File: config.mk
export PLATFORM = sky130hd
export DESIGN_NAME = dm_lsu
export DESIGN_NICKNAME = d
export VERILOG_FILES = /design/src/rtl/dm_lsu_pkg.sv /design/src/rtl/dm_we_pulse_gen.sv /design/src/rtl/dm_lsu.sv
export SDC_FILE = /design/constraint.sdc
export NUM_CORES = 1
export LEC_CHECK = 0
export CORE_ASPECT_RATIO = 0.8
export CORE_MARGIN = 10
export CORE_UTILIZATION = 45
export CTS_BUF_LIST = sky130_fd_sc_hd__clkbuf_8
export DETAILED_ROUTE_END_ITERATION = 8
export DONT_BUFFER_PORTS = 1
export GPL_ROUTABILITY_DRIVEN = 0
export GPL_TIMING_DRIVEN = 0
export PLACE_DENSITY = 0.58
export SYNTH_ARGS = -nofsm -noshare
export SYNTH_HDL_FRONTEND = slang
export SYNTH_SLANG_ARGS = --single-unit
export TNS_END_PERCENT = 5
File: constraint.sdc
create_clock -name clk -period 3.5 [get_ports clk]
set_input_delay 0.35 -clock clk [delete_from_list [all_inputs] [get_ports clk]]
set_output_delay 0.35 -clock clk [all_outputs]
set_load 0.05 [all_outputs]
File: src/rtl/dm_lsu_pkg.sv
// Shared types and constants for the SISC data-memory load/store initiator.
package dm_lsu_pkg;
    localparam int          DM_ADDR_W  = 16;
    localparam int          DM_DATA_W  = 32;
    localparam logic [15:0] DM_TOP_DEF = 16'hFFFC;

    typedef enum logic [2:0] {
        ST_IDLE,
        ST_WR_SETUP,
        ST_WR_PULSE,
        ST_WR_HOLD,
        ST_RD_WAIT,
        ST_RD_DONE,
        ST_ERR
    } state_t;

    // Counter must hold max(WE_PULSE, RD_WAIT)-1; sized as $clog2(max+1).
    function automatic int cnt_width(input int we_pulse, input int rd_wait);
        int m;
        m = (we_pulse > rd_wait) ? we_pulse : rd_wait;
        return ($clog2(m + 1) < 1) ? 1 : $clog2(m + 1);
    endfunction
endpackage

File: src/rtl/dm_we_pulse_gen.sv
// Down-counting window timer; optionally drives a registered write-enable for the window.
module dm_we_pulse_gen #(
    parameter int CNT_W = 2
) (
    input  logic             clk,
    input  logic             rst_f,
    input  logic             i_start,
    input  logic             i_we,
    input  logic [CNT_W-1:0] i_load,
    output logic             o_we,
    output logic             o_done
);
    logic             r_active;
    logic [CNT_W-1:0] r_cnt;
    logic             r_we;

    // Window length is i_load+1 cycles; o_done flags the last one.
    always_ff @(posedge clk or negedge rst_f) begin
        if (!rst_f) begin
            r_active <= 1'b0;
            r_cnt    <= '0;
            r_we     <= 1'b0;
        end else if (i_start) begin
            r_active <= 1'b1;
            r_cnt    <= i_load;
            r_we     <= i_we;
        end else if (r_active) begin
            if (r_cnt == '0) begin
                r_active <= 1'b0;
                r_we     <= 1'b0;
            end else begin
                r_cnt <= r_cnt - 1'b1;
            end
        end
    end

    assign o_we   = r_we;
    assign o_done = r_active && (r_cnt == '0);
endmodule

File: src/rtl/dm_lsu.sv
// Load/store initiator for the SISC data memory: one request at a time, clean
// dm_we pulse for stores (commit on its falling edge), timed sample for loads.
module dm_lsu
    import dm_lsu_pkg::*;
#(
    parameter int          WE_PULSE = 2,
    parameter int          RD_WAIT  = 1,
    parameter logic [15:0] DM_TOP   = DM_TOP_DEF
) (
    input  logic                 clk,
    input  logic                 rst_f,
    input  logic                 req_valid,
    output logic                 req_ready,
    input  logic                 req_we,
    input  logic [DM_ADDR_W-1:0] req_addr,
    input  logic [DM_DATA_W-1:0] req_wdata,
    output logic                 resp_valid,
    output logic                 resp_we,
    output logic                 resp_err,
    output logic [DM_DATA_W-1:0] resp_rdata,
    output logic [DM_ADDR_W-1:0] dm_read_addr,
    output logic [DM_ADDR_W-1:0] dm_write_addr,
    output logic [DM_DATA_W-1:0] dm_write_data,
    output logic                 dm_we,
    input  logic [DM_DATA_W-1:0] dm_read_data
);
    // state       | meaning
    // ST_IDLE     | ready for a request
    // ST_WR_SETUP | store addr/data settle one cycle before dm_we
    // ST_WR_PULSE | dm_we high for WE_PULSE cycles
    // ST_WR_HOLD  | dm_we low (write committed), store ack
    // ST_RD_WAIT  | read address settling for RD_WAIT cycles
    // ST_RD_DONE  | load ack with captured data
    // ST_ERR      | out-of-range ack, no memory access

    localparam int               CNT_W   = cnt_width(WE_PULSE, RD_WAIT);
    localparam logic [CNT_W-1:0] WE_LOAD = CNT_W'(WE_PULSE - 1);
    localparam logic [CNT_W-1:0] RD_LOAD = CNT_W'(RD_WAIT - 1);

    state_t                 r_state;
    state_t                 w_state_nxt;
    logic                   r_req_we;
    logic [DM_ADDR_W-1:0]   r_rd_addr;
    logic [DM_ADDR_W-1:0]   r_wr_addr;
    logic [DM_DATA_W-1:0]   r_wr_data;
    logic [DM_DATA_W-1:0]   r_rdata;
    logic                   w_accept;
    logic                   w_oor;
    logic                   w_pg_start;
    logic                   w_pg_we;
    logic [CNT_W-1:0]       w_pg_load;
    logic                   w_pg_done;

    assign w_accept = req_valid && (r_state == ST_IDLE);
    assign w_oor    = req_addr > DM_TOP;

    always_ff @(posedge clk or negedge rst_f) begin
        if (!rst_f) r_state <= ST_IDLE;
        else        r_state <= w_state_nxt;
    end

    always_comb begin
        w_state_nxt = r_state;
        case (r_state)
            ST_IDLE: begin
                if (w_accept) begin
                    if (w_oor)       w_state_nxt = ST_ERR;
                    else if (req_we) w_state_nxt = ST_WR_SETUP;
                    else             w_state_nxt = ST_RD_WAIT;
                end
            end
            ST_WR_SETUP: w_state_nxt = ST_WR_PULSE;
            ST_WR_PULSE: if (w_pg_done) w_state_nxt = ST_WR_HOLD;
            ST_WR_HOLD:  w_state_nxt = ST_IDLE;
            ST_RD_WAIT:  if (w_pg_done) w_state_nxt = ST_RD_DONE;
            ST_RD_DONE:  w_state_nxt = ST_IDLE;
            ST_ERR:      w_state_nxt = ST_IDLE;
            default:     w_state_nxt = ST_IDLE;
        endcase
    end

    // The shared timer times the dm_we pulse for stores and the settle window for loads.
    always_comb begin
        req_ready  = (r_state == ST_IDLE);
        resp_valid = 1'b0;
        resp_we    = 1'b0;
        resp_err   = 1'b0;
        w_pg_start = 1'b0;
        w_pg_we    = 1'b0;
        w_pg_load  = RD_LOAD;
        case (r_state)
            ST_IDLE: begin
                w_pg_start = w_accept && !w_oor && !req_we;
            end
            ST_WR_SETUP: begin
                w_pg_start = 1'b1;
                w_pg_we    = 1'b1;
                w_pg_load  = WE_LOAD;
            end
            ST_WR_HOLD: begin
                resp_valid = 1'b1;
                resp_we    = 1'b1;
            end
            ST_RD_DONE: begin
                resp_valid = 1'b1;
            end
            ST_ERR: begin
                resp_valid = 1'b1;
                resp_err   = 1'b1;
                resp_we    = r_req_we;
            end
            default: ;
        endcase
    end

    always_ff @(posedge clk or negedge rst_f) begin
        if (!rst_f) begin
            r_req_we  <= 1'b0;
            r_rd_addr <= '0;
            r_rdata   <= '0;
        end else begin
            if (w_accept) r_req_we <= req_we;
            if (w_accept && !w_oor && !req_we) r_rd_addr <= req_addr;
            if ((r_state == ST_RD_WAIT) && w_pg_done) r_rdata <= dm_read_data;
        end
    end

    // Store address/data are deliberately unreset so a reset mid-pulse still
    // presents the in-flight word to the memory as dm_we falls.
    always_ff @(posedge clk) begin
        if (w_accept && !w_oor && req_we) begin
            r_wr_addr <= req_addr;
            r_wr_data <= req_wdata;
        end
    end

    dm_we_pulse_gen #(.CNT_W(CNT_W)) u_pulse (
        .clk     (clk),
        .rst_f   (rst_f),
        .i_start (w_pg_start),
        .i_we    (w_pg_we),
        .i_load  (w_pg_load),
        .o_we    (dm_we),
        .o_done  (w_pg_done)
    );

    assign resp_rdata    = r_rdata;
    assign dm_read_addr  = r_rd_addr;
    assign dm_write_addr = r_wr_addr;
    assign dm_write_data = r_wr_data;
endmodule

==> results.py, run 1 <==
metrics = {
    "critical_path": {
        "critPathMaxFanout": 10,
        "crit_path_end_kind": "output pin",
        "path_cells": "clkbuf_1 -> nand3b_1 -> a21boi_1",
        "arrival_ns": 2.05,
        "critPathKind": "reg -> out",
        "required_ns": 3.15,
        "critPathMaxStageDelay_ns": 0.82,
        "slowest_stage": "a21boi_1",
        "startpoint_type": "flip-flop",
    },
    "sta": {
        "worst_pin_slew_ns": 1.03,
        "hold_viol": 0,
        "rsz0062_at_grt": "false",
        "setup_violations": 0,
        "setup_tns_ns": 0,
        "fin_crit_sh": 0.686,
        "slew_headroom": 0.314,
        "max_freq_mhz": 416,
        "drv_slew": 0,
        "clock_skew_ns": 0.00850,
        "min_period_ns": 2.40,
    },
    "route": {
        "wl_per_cell_um": 27.6,
        "first_pass_iters": 4,
        "avgViaCountPerCell": 5.60,
        "ant_nets": 0,
        "vias": 1852,
        "drcViolationCount": 0,
        "routed_wl_um": 9130,
        "drtIter0Drc": 125,
    },
    "clocking": {
        "clock_latency_ns": 0.36,
        "numClockSinks": 104,
        "cts_tree": "built",
        "ctsLongestPathBuffers": 2,
        "h-tree-depth": 3,
        "cts_inserted_buffers": 9,
        "cts.root.buffer_cell": "clkbuf_8",
        "cts_setup_buffers": 0,
        "postCtsResizedCells": 0,
        "cts.clk_slew.worst_paths_ns": 0.10,
    },
    "worst_hold_path": {
        "hp-class": "in -> reg",
    },
    "floorplanning": {
        "die_area_mm2": 0.0126,
        "ioPinCount": 185,
        "dieHeight_um": 102,
        "row_count": 29,
        "start_util": 0.470,
        "core_area_mm2": 0.00809,
        "die_w_um": 123,
    },
    "global_routing": {
        "first_global_vias": 1992,
        "grt_util_met2": 0.236,
        "grt_use_met1": 0.140,
        "grt_pass1_wl_um": 12800,
        "grt_use_met3": 0.0760,
        "gr-total-overflow": 0,
        "grt_max_degree": 57,
        "top_usage_layer": "met2",
        "antenna_found_initial": 0,
        "grt_use_total": 0.137,
    },
    "logic_synthesis": {
        "ys_seq_area_frac": 0.747,
        "yosysWarningCount": 0,
        "ys_types": 33,
        "yosysMostFrequentCell": "dfrtp_1",
        "ys_top_cells_by_count": "dfrtp_1, edfxtp_1, mux2_2",
        "yosys.area.top_type": "edfxtp_1",
        "synth.avg_cell_area_um2": 18.7,
        "async_reset_ff_frac": 0.538,
        "synth_seq_cells": 104,
        "syn-num-nets": 289,
        "syn_inst": 204,
        "synth_area_mm2": 0.00381,
        "synth_flop_cell": "dfrtp_1",
        "synthDominantCellAreaShare": 0.379,
        "synth_area_leaders": "edfxtp_1, dfrtp_1, mux2_2",
        "synth_enable_flop_cells": 48,
    },
    "power": {
        "ir_drop_mv": 0.267,
        "power_mw": 2.08,
        "p_clk_frac": 0.319,
        "intPower_mw": 1.58,
        "pwr-share-seq": 0.663,
        "switching_share": 0.241,
        "powerDensity_mw_per_mm2": 497,
        "power_leakage_nw": 1.70,
        "power.switching_uw": 501,
        "combPwrFrac": 0.018,
    },
    "placement": {
        "hpwlAfterDp_um": 7250,
        "portBuffers": 0,
        "place_inst": 313,
    },
    "layout": {
        "drive_gt1_frac": 0.350,
        "fin_util": 0.517,
        "diodes": 0,
        "area_growth_pct": 9.89,
        "nets": 303,
        "stdcell_count": 331,
    },
    "outcome": {
        "status": "completed",
    },
    "flow_run": {
        "drv_cap": 0,
    },
}
-- final timing paths --
check,startpoint,to,slack (ns),depth (start not counted)
worst max-delay path,r_state[2]$_DFFE_PN0P_,resp_we,1.10,3
worst min-delay path,req_wdata[6],dm_write_data[6]$_DFFE_PP_,0.08,0
worst max register to register,r_state[0]$_DFFE_PN0P_,dm_read_addr[14]$_DFFE_PN0N_,1.26,6
worst min register to register,r_req_we$_DFFE_PN0N_,r_req_we$_DFFE_PN0N_,0.54,2
max in group asynchronous,rst_f,resp_rdata[22]$_DFFE_PN0P_,2.73,2
min in group asynchronous,rst_f,dm_read_addr[13]$_DFFE_PN0N_,0.50,2
-- final cells by class --
type	instances	area (µm²)
multi-input combinational	90	906
tap	108	135
clock buffer	9	124
fill	643	3910
inverter	2	7.51
sequential	104	2840
timing repair buffer	3	57.6
buffer	8	57.6
clock inverter	7	52.6
-- logic make-up after synthesis --
family                   after synthesis  synth area share
AND/OR/NAND/NOR                       27            0.0477
AO/OA/AOI/OAI                         12            0.0227
flip-flops                           104             0.747
adder cells (fa/ha/maj)                1           0.00329
XOR/XNOR                               2           0.00460
multiplexers                          48             0.158
buffers and inverters                 10            0.0171
-- state kept, by name, indices dropped and copies added (netlist names) --
register,count
dm_read_addr,16
dm_write_addr,16
dm_write_data,32
r_req_we,1
r_state,3
resp_rdata,32
u_pulse.o_we,1
u_pulse.r_active,1
u_pulse.r_cnt,2
-- cell usage in the layout (no fill, tap or decap), types with 2 or more instances in the layout --
cell / count
edfxtp_1: 48
clkinv_4: 2
buf_6: 3
nor2_1: 3
dfrtp_1: 56
nand2b_1: 2
buf_2: 4
inv_1: 3
and3b_1: 3
clkbuf_8: 9
nand2_1: 7
inv_6: 3
mux2_2: 32
mux2_4: 16
nand4_1: 4
-- per-stage QoR --
stage	hold slack (ns)	instance area (µm²)	setup WS, ns
5_1_grt	0.0393	4180	0.947
3_5_place_dp	0.0562	3970	1.28
4_1_cts	0.0532	4180	1.07
3_3_place_gp	0.0563	3940	0.219
2_1_floorplan	0.0544	3810	0.638
6_report	0.0778	4180	1.10
-- critical path: cells and delay by family (launching register included) --
family,cells,cell delay (ns)
AND/OR/NAND/NOR,1,0.12
AO/OA/AOI/OAI,1,0.82
buffers and inverters,1,0.34
flip-flops,1,0.42
-- layer usage --
layer  vias up  share of wire
met5         -              0
met4         0          0.012
met3        11           0.13
met2       126           0.50
met1       940           0.36
li1        775              -
-- power groups by stage --
stage	Sequential, mW	Combinational [mW]	Clock (mW)
after floorplan	1.40	0.0189	0
after global placement	1.41	0.0199	0
after detailed placement	1.41	0.0217	0
after CTS	1.38	0.0392	0.695
after global routing	1.38	0.0424	0.749
final	1.38	0.0377	0.663
-- timing repair --
item                       in CTS  in global routing
setup endpoints to repair       0                  0
hold buffers                    2                  0
hold endpoints to repair       56                  0
(Power assumes the default switching activity.)
==> run 2: changes to the inputs <==
==> constraint.sdc (replaced) <==
create_clock -name clk -period 2.4 [get_ports clk]
set_input_delay 0.24 -clock clk [delete_from_list [all_inputs] [get_ports clk]]
set_output_delay 0.24 -clock clk [all_outputs]
set_load 0.05 [all_outputs]
==> run 2 against run 1 <==
Power is 55% higher. Via count is 11% higher. Die area did not move. Non-clock buffer count increased by 52. Flip-flop and latch count is the same. Largest cell class unchanged. Wire length grew 8.2%. Sequential share of layout area shrank 8.3 points. Worst setup slack got worse by 0.95 ns. Combinational power grew to 3.4 times the previous value. Highest routed layer unchanged. Clock power up 64%.
==> results.py, run 2 (same netlist as run 1, synthesis figures left out) <==
metrics = {
    "outcome": {
        "status": "completed",
    },
    "global_routing": {
        "grt_max_degree": 57,
        "grt_use_total": 0.149,
        "grt_pass1_wl_um": 14000,
        "antenna_found_initial": 0,
        "gr-total-overflow": 0,
        "first_global_vias": 2228,
    },
    "critical_path": {
        "reg2reg_from": "r_state[0]$_DFFE_PN0P_",
        "slowest_stage": "nor3_4",
        "crit_path_end_kind": "flip-flop",
        "startpoint_type": "flip-flop",
        "ff2ff_setup_slack_ns": 0.15,
        "reg2reg_depth": 4,
        "cp.depth": 4,
        "crit_path_start": "r_state[0]$_DFFE_PN0P_",
        "arrival_ns": 2.25,
        "critPathBufInv": 1,
        "cp-endpoint": "dm_write_addr[14]$_DFFE_PP_",
        "crit_family": "simple AND/OR/NAND/NOR gates",
        "critPathMaxFanout": 12,
        "required_ns": 2.40,
        "reg2reg_to": "dm_write_addr[14]$_DFFE_PP_",
        "critPathMaxStageDelay_ns": 0.50,
        "critPathKind": "reg -> reg",
        "path_cells": "buf_6 -> nor3_4 -> nand3_2 -> nor2_4",
    },
    "power": {
        "power_leakage_nw": 1.93,
        "ir_drop_mv": 0.449,
        "powerDensity_mw_per_mm2": 678,
    },
    "layout": {
        "stdcell_count": 386,
        "final_cell_mix": "dfrtp_1, dlygate4sd3_1, edfxtp_1",
        "drive_gt1_frac": 0.295,
        "diodes": 0,
        "final_common_cell": "dfrtp_1",
        "area_growth_pct": 25.1,
        "nets": 358,
    },
    "clocking": {
        "numClockSinks": 104,
        "cts_tree": "built",
        "cts.clk_slew.worst_paths_ns": 0.10,
        "h-tree-depth": 3,
        "cts.root.buffer_cell": "clkbuf_8",
        "cts_inserted_buffers": 9,
        "ctsLongestPathBuffers": 2,
        "cts_setup_buffers": 0,
        "clock_latency_ns": 0.36,
    },
    "floorplanning": {
        "dieHeight_um": 102,
        "die_area_mm2": 0.0126,
        "start_util": 0.470,
        "core_area_mm2": 0.00809,
        "die_w_um": 123,
        "row_count": 29,
        "ioPinCount": 185,
    },
    "placement": {
        "place_inst": 312,
        "hpwlAfterDp_um": 6980,
        "portBuffers": 0,
    },
    "flow_run": {
        "drv_cap": 0,
    },
    "sta": {
        "max_freq_mhz": 445,
        "hold_slack_ns": 0.0236,
        "worst_pin_slew_ns": 0.976,
        "setup_violations": 0,
        "slew_headroom": 0.345,
        "drv_slew": 0,
        "fin_crit_sh": 0.937,
        "clock_skew_ns": 0.0104,
        "rsz0062_at_grt": "false",
        "min_period_ns": 2.25,
        "hold_viol": 0,
    },
    "route": {
        "drtIter0Drc": 157,
        "drcViolationCount": 0,
        "avgViaCountPerCell": 5.35,
        "vias": 2064,
        "wl_per_cell_um": 25.6,
        "first_pass_iters": 4,
        "ant_nets": 0,
        "routed_wl_um": 9880,
    },
    "worst_hold_path": {
        "hp-class": "in -> reg",
    },
}
## run 2: cell type report
type                            count  area, µm²
Multi-Input combinational cell     93        948
Clock buffer                        9        124
Fill cell                         587       3330
Clock inverter                      7       78.8
Buffer                              8       57.6
Tap cell                          108        135
Inverter                            2       7.51
Sequential cell                   104       2840
Timing Repair Buffer               55        568
## run 2: per-stage QoR
step	util	setup slack [ns]	cell area (µm²)	TNS, ns	power, mW
global placement	0.488	-0.259	3950	-12.26	2.08
detailed placement	0.488	-0.357	3950	-16.94	2.08
floorplan	-	0.0304	3810	0	2.07
CTS	0.582	0.0448	4710	0	3.27
global route	0.589	0.0422	4760	0	3.35
finish	0.589	0.150	4760	0	3.23
## run 2: how the worst min path moves through the flow
stage,start,depth (start not counted),to,slack [ns]
2_1_floorplan,rst_f,0,dm_read_addr[0]$_DFFE_PN0N_,-0.06
3_3_place_gp,rst_f,0,r_state[0]$_DFFE_PN0P_,-0.05
3_5_place_dp,rst_f,0,r_state[1]$_DFFE_PN0P_,-0.05
4_1_cts,req_addr[1],1,dm_read_addr[1]$_DFFE_PN0N_,0.0003
5_1_grt,req_addr[9],1,dm_read_addr[9]$_DFFE_PN0N_,-0.0007
6_report,req_addr[6],1,dm_read_addr[6]$_DFFE_PN0N_,0.02
## run 2: repair_timing
action | CTS | global route
hold buffers | 50 | 5
cloned | 3 | 0
hold endpoints to repair | 105 | 5
gates resized for setup | 4 | 1
setup endpoints to repair | 48 | 13
pin swaps | 2 | 2
## run 2: where the power goes
part / internal, mW / switching, mW
Clock: 0.495 / 0.594
Sequential: 1.89 / 0.121
Combinational: 0.0849 / 0.0451
Total: 2.47 / 0.760
## run 2: routing by layer
metal	wire, µm	vias to the layer above	global-route usage	share of wire
met5	0	-	0	0
met4	87	0	0.0389	0.0088
met3	1340	13	0.0854	0.14
met2	4870	139	0.250	0.49
met1	3580	1027	0.158	0.36
li1	-	885	-	-
## run 2: worst reg2reg max path: cells and delay by family (launching register included)
| kind | cells | cell delay, ns |
|---|---|---|
| DFF | 1 | 0.38 |
| buffers and inverters | 1 | 0.14 |
| and+or+nand+nor | 3 | 1.37 |
==> run 3: changes to the inputs <==
--- a/config.mk
+++ b/config.mk
@@ -7,13 +7,13 @@
 export LEC_CHECK = 0
 export CORE_ASPECT_RATIO = 0.8
 export CORE_MARGIN = 10
-export CORE_UTILIZATION = 45
+export CORE_UTILIZATION = 25
 export CTS_BUF_LIST = sky130_fd_sc_hd__clkbuf_8
 export DETAILED_ROUTE_END_ITERATION = 8
 export DONT_BUFFER_PORTS = 1
 export GPL_ROUTABILITY_DRIVEN = 0
 export GPL_TIMING_DRIVEN = 0
-export PLACE_DENSITY = 0.58
+export PLACE_DENSITY = 0.36
 export SYNTH_ARGS = -nofsm -noshare
 export SYNTH_HDL_FRONTEND = slang
 export SYNTH_SLANG_ARGS = --single-unit
==> run 3 against run 2 <==
Power about the same. Global-route usage shrank 4.7 points. First-iteration DRC count fell by 69%. Clock-buffer cell count is the same. Critical endpoint is now dm_read_addr[5]$_DFFE_PN0N_. Maximum frequency is 0.74% higher. Flip-flop and latch count is the same. Cell count grew 28%. Via count up 3.8%. Clock power is 4% lower. Wire length increased by 8.3%. Cell area increased by 8.0%.
==> results.py, run 3 (same netlist as run 1, synthesis figures left out) <==
metrics = {
    "critical_path": {
        "required_ns": 2.67,
        "critPathKind": "reg -> reg",
        "critPathMaxFanout": 10,
        "crit_path_end_kind": "flip-flop",
        "ff2ff_setup_slack_ns": 0.17,
        "startpoint_type": "flip-flop",
        "reg2reg_depth": 6,
        "reg2reg_from": "r_state[0]$_DFFE_PN0P_",
        "arrival_ns": 2.51,
        "reg2reg_to": "dm_read_addr[5]$_DFFE_PN0N_",
    },
    "sta": {
        "rsz0062_at_grt": "false",
        "worst_pin_slew_ns": 0.949,
        "slew_headroom": 0.363,
        "clock_skew_ns": 0.0154,
        "setup_slack_ns": 0.167,
        "max_freq_mhz": 448,
        "setup_violations": 0,
        "setup_tns_ns": 0,
        "fin_crit_sh": 0.930,
        "min_period_ns": 2.23,
        "hold_viol": 0,
        "drv_slew": 0,
        "hold_slack_ns": 0.0378,
    },
    "route": {
        "ant_nets": 0,
        "avgViaCountPerCell": 4.33,
        "drtIter0Drc": 49,
        "routed_wl_um": 10700,
        "first_pass_iters": 4,
        "vias": 2143,
        "wl_per_cell_um": 21.6,
        "drcViolationCount": 0,
    },
    "global_routing": {
        "grt_max_degree": 57,
        "antenna_found_initial": 0,
        "gr-total-overflow": 0,
        "grt_use_total": 0.102,
        "first_global_vias": 2347,
        "grt_pass1_wl_um": 15600,
    },
    "floorplanning": {
        "die_w_um": 158,
        "die_area_mm2": 0.0206,
        "dieHeight_um": 130,
        "row_count": 40,
        "start_util": 0.254,
        "ioPinCount": 185,
        "core_area_mm2": 0.0150,
    },
    "layout": {
        "final_common_cell": "dlygate4sd3_1",
        "stdcell_count": 495,
        "diodes": 0,
        "area_growth_pct": 35.1,
        "stdcell_area_mm2": 0.00514,
        "fin_util": 0.344,
        "final_cell_mix": "dlygate4sd3_1, dfrtp_1, edfxtp_1",
        "regArea_mm2": 0.00284,
        "fillers": 1398,
        "nets": 386,
        "drive_gt1_frac": 0.271,
        "multi_input_area_um2": 956,
    },
    "clocking": {
        "h-tree-depth": 3,
        "cts_tree": "built",
        "ctsLongestPathBuffers": 2,
        "clock_latency_ns": 0.38,
        "numClockSinks": 104,
        "cts.clk_slew.worst_paths_ns": 0.11,
        "cts_inserted_buffers": 9,
        "cts.root.buffer_cell": "clkbuf_8",
    },
    "placement": {
        "place_inst": 393,
        "dpl_cell_area_mm2": 0.00405,
        "portBuffers": 0,
        "hpwlAfterDp_um": 6940,
        "post-place-ws_ns": -0.458,
    },
    "outcome": {
        "status": "completed",
    },
    "flow_run": {
        "drv_cap": 0,
    },
    "worst_hold_path": {
        "hp-start": "req_valid",
        "hp-class": "in -> reg",
        "holdPathStages": 3,
        "whs_endpoint": "r_req_we$_DFFE_PN0N_",
    },
    "power": {
        "power_mw": 3.23,
        "switching_share": 0.257,
        "intPower_mw": 2.40,
        "power.switching_uw": 829,
        "pwr-share-seq": 0.623,
        "combPwrFrac": 0.052,
        "ir_drop_mv": 0.345,
        "powerDensity_mw_per_mm2": 628,
        "power_leakage_nw": 2.04,
        "p_clk_frac": 0.325,
    },
}
==> run 3: metal layers <==
layer | GRT usage | up-vias | share of wire
met5 | 0 | - | 0
li1 | - | 949 | -
met3 | 0.0612 | 11 | 0.13
met1 | 0.124 | 1044 | 0.43
met2 | 0.147 | 139 | 0.43
met4 | 0.0326 | 0 | 0.011
==> run 3: critical path, stage by stage, from the launching register on <==
cell     delay [ns]
dfrtp_1        0.39
buf_6          0.14
nor3_4         0.56
nand2_1        0.15
or3_4          0.40
buf_6          0.17
mux2_4         0.31
==> run 3: timing repair <==
| action | CTS | global route |
|---|---|---|
| gates cloned | 3 | 0 |
| endpoints found under the setup margin | 48 | 49 |
| buffers inserted | 0 | 1 |
| hold buffers | 82 | 0 |
| endpoints found under the hold margin | 152 | 0 |
| pin swaps | 3 | 2 |
| resized for setup | 4 | 2 |
==> run 3: how the worst max path moves through the flow <==
stage / startpoint / to / slack (ns) / cells past startpoint
finish: r_state[0]$_DFFE_PN0P_ / dm_read_addr[5]$_DFFE_PN0N_ / 0.17 / 6
detailed placement: r_state[0]$_DFFE_PN0P_ / dm_write_data[13]$_DFFE_PP_ / -0.46 / 4
floorplan: r_state[0]$_DFFE_PN0P_ / dm_write_addr[0]$_DFFE_PP_ / 0.03 / 4
global route: r_state[0]$_DFFE_PN0P_ / dm_read_addr[15]$_DFFE_PN0N_ / 0.07 / 6
CTS: r_state[0]$_DFFE_PN0P_ / dm_write_data[13]$_DFFE_PP_ / 0.006 / 4
global placement: r_state[0]$_DFFE_PN0P_ / dm_write_data[17]$_DFFE_PP_ / -0.47 / 4
==> run 3: final cells by class <==
type                       count  share of cell area
buffer                         8              0.0112
clock buffer                   9              0.0241
clock inverter                 7              0.0117
inverter                       2             0.00146
multi-input combinational     93               0.186
sequential                   104               0.553
tap                          189              0.0460
timing repair buffer          83               0.167
==> run 3: power groups by stage <==
stage          sequential (mW)  combinational, mW  clock (mW)
6_report                  2.01              0.168        1.05
3_3_place_gp              2.05             0.0291           0
4_1_cts                   2.01              0.172        1.12
2_1_floorplan             2.04             0.0276           0
3_5_place_dp              2.05             0.0315           0
5_1_grt                   2.02              0.186        1.18
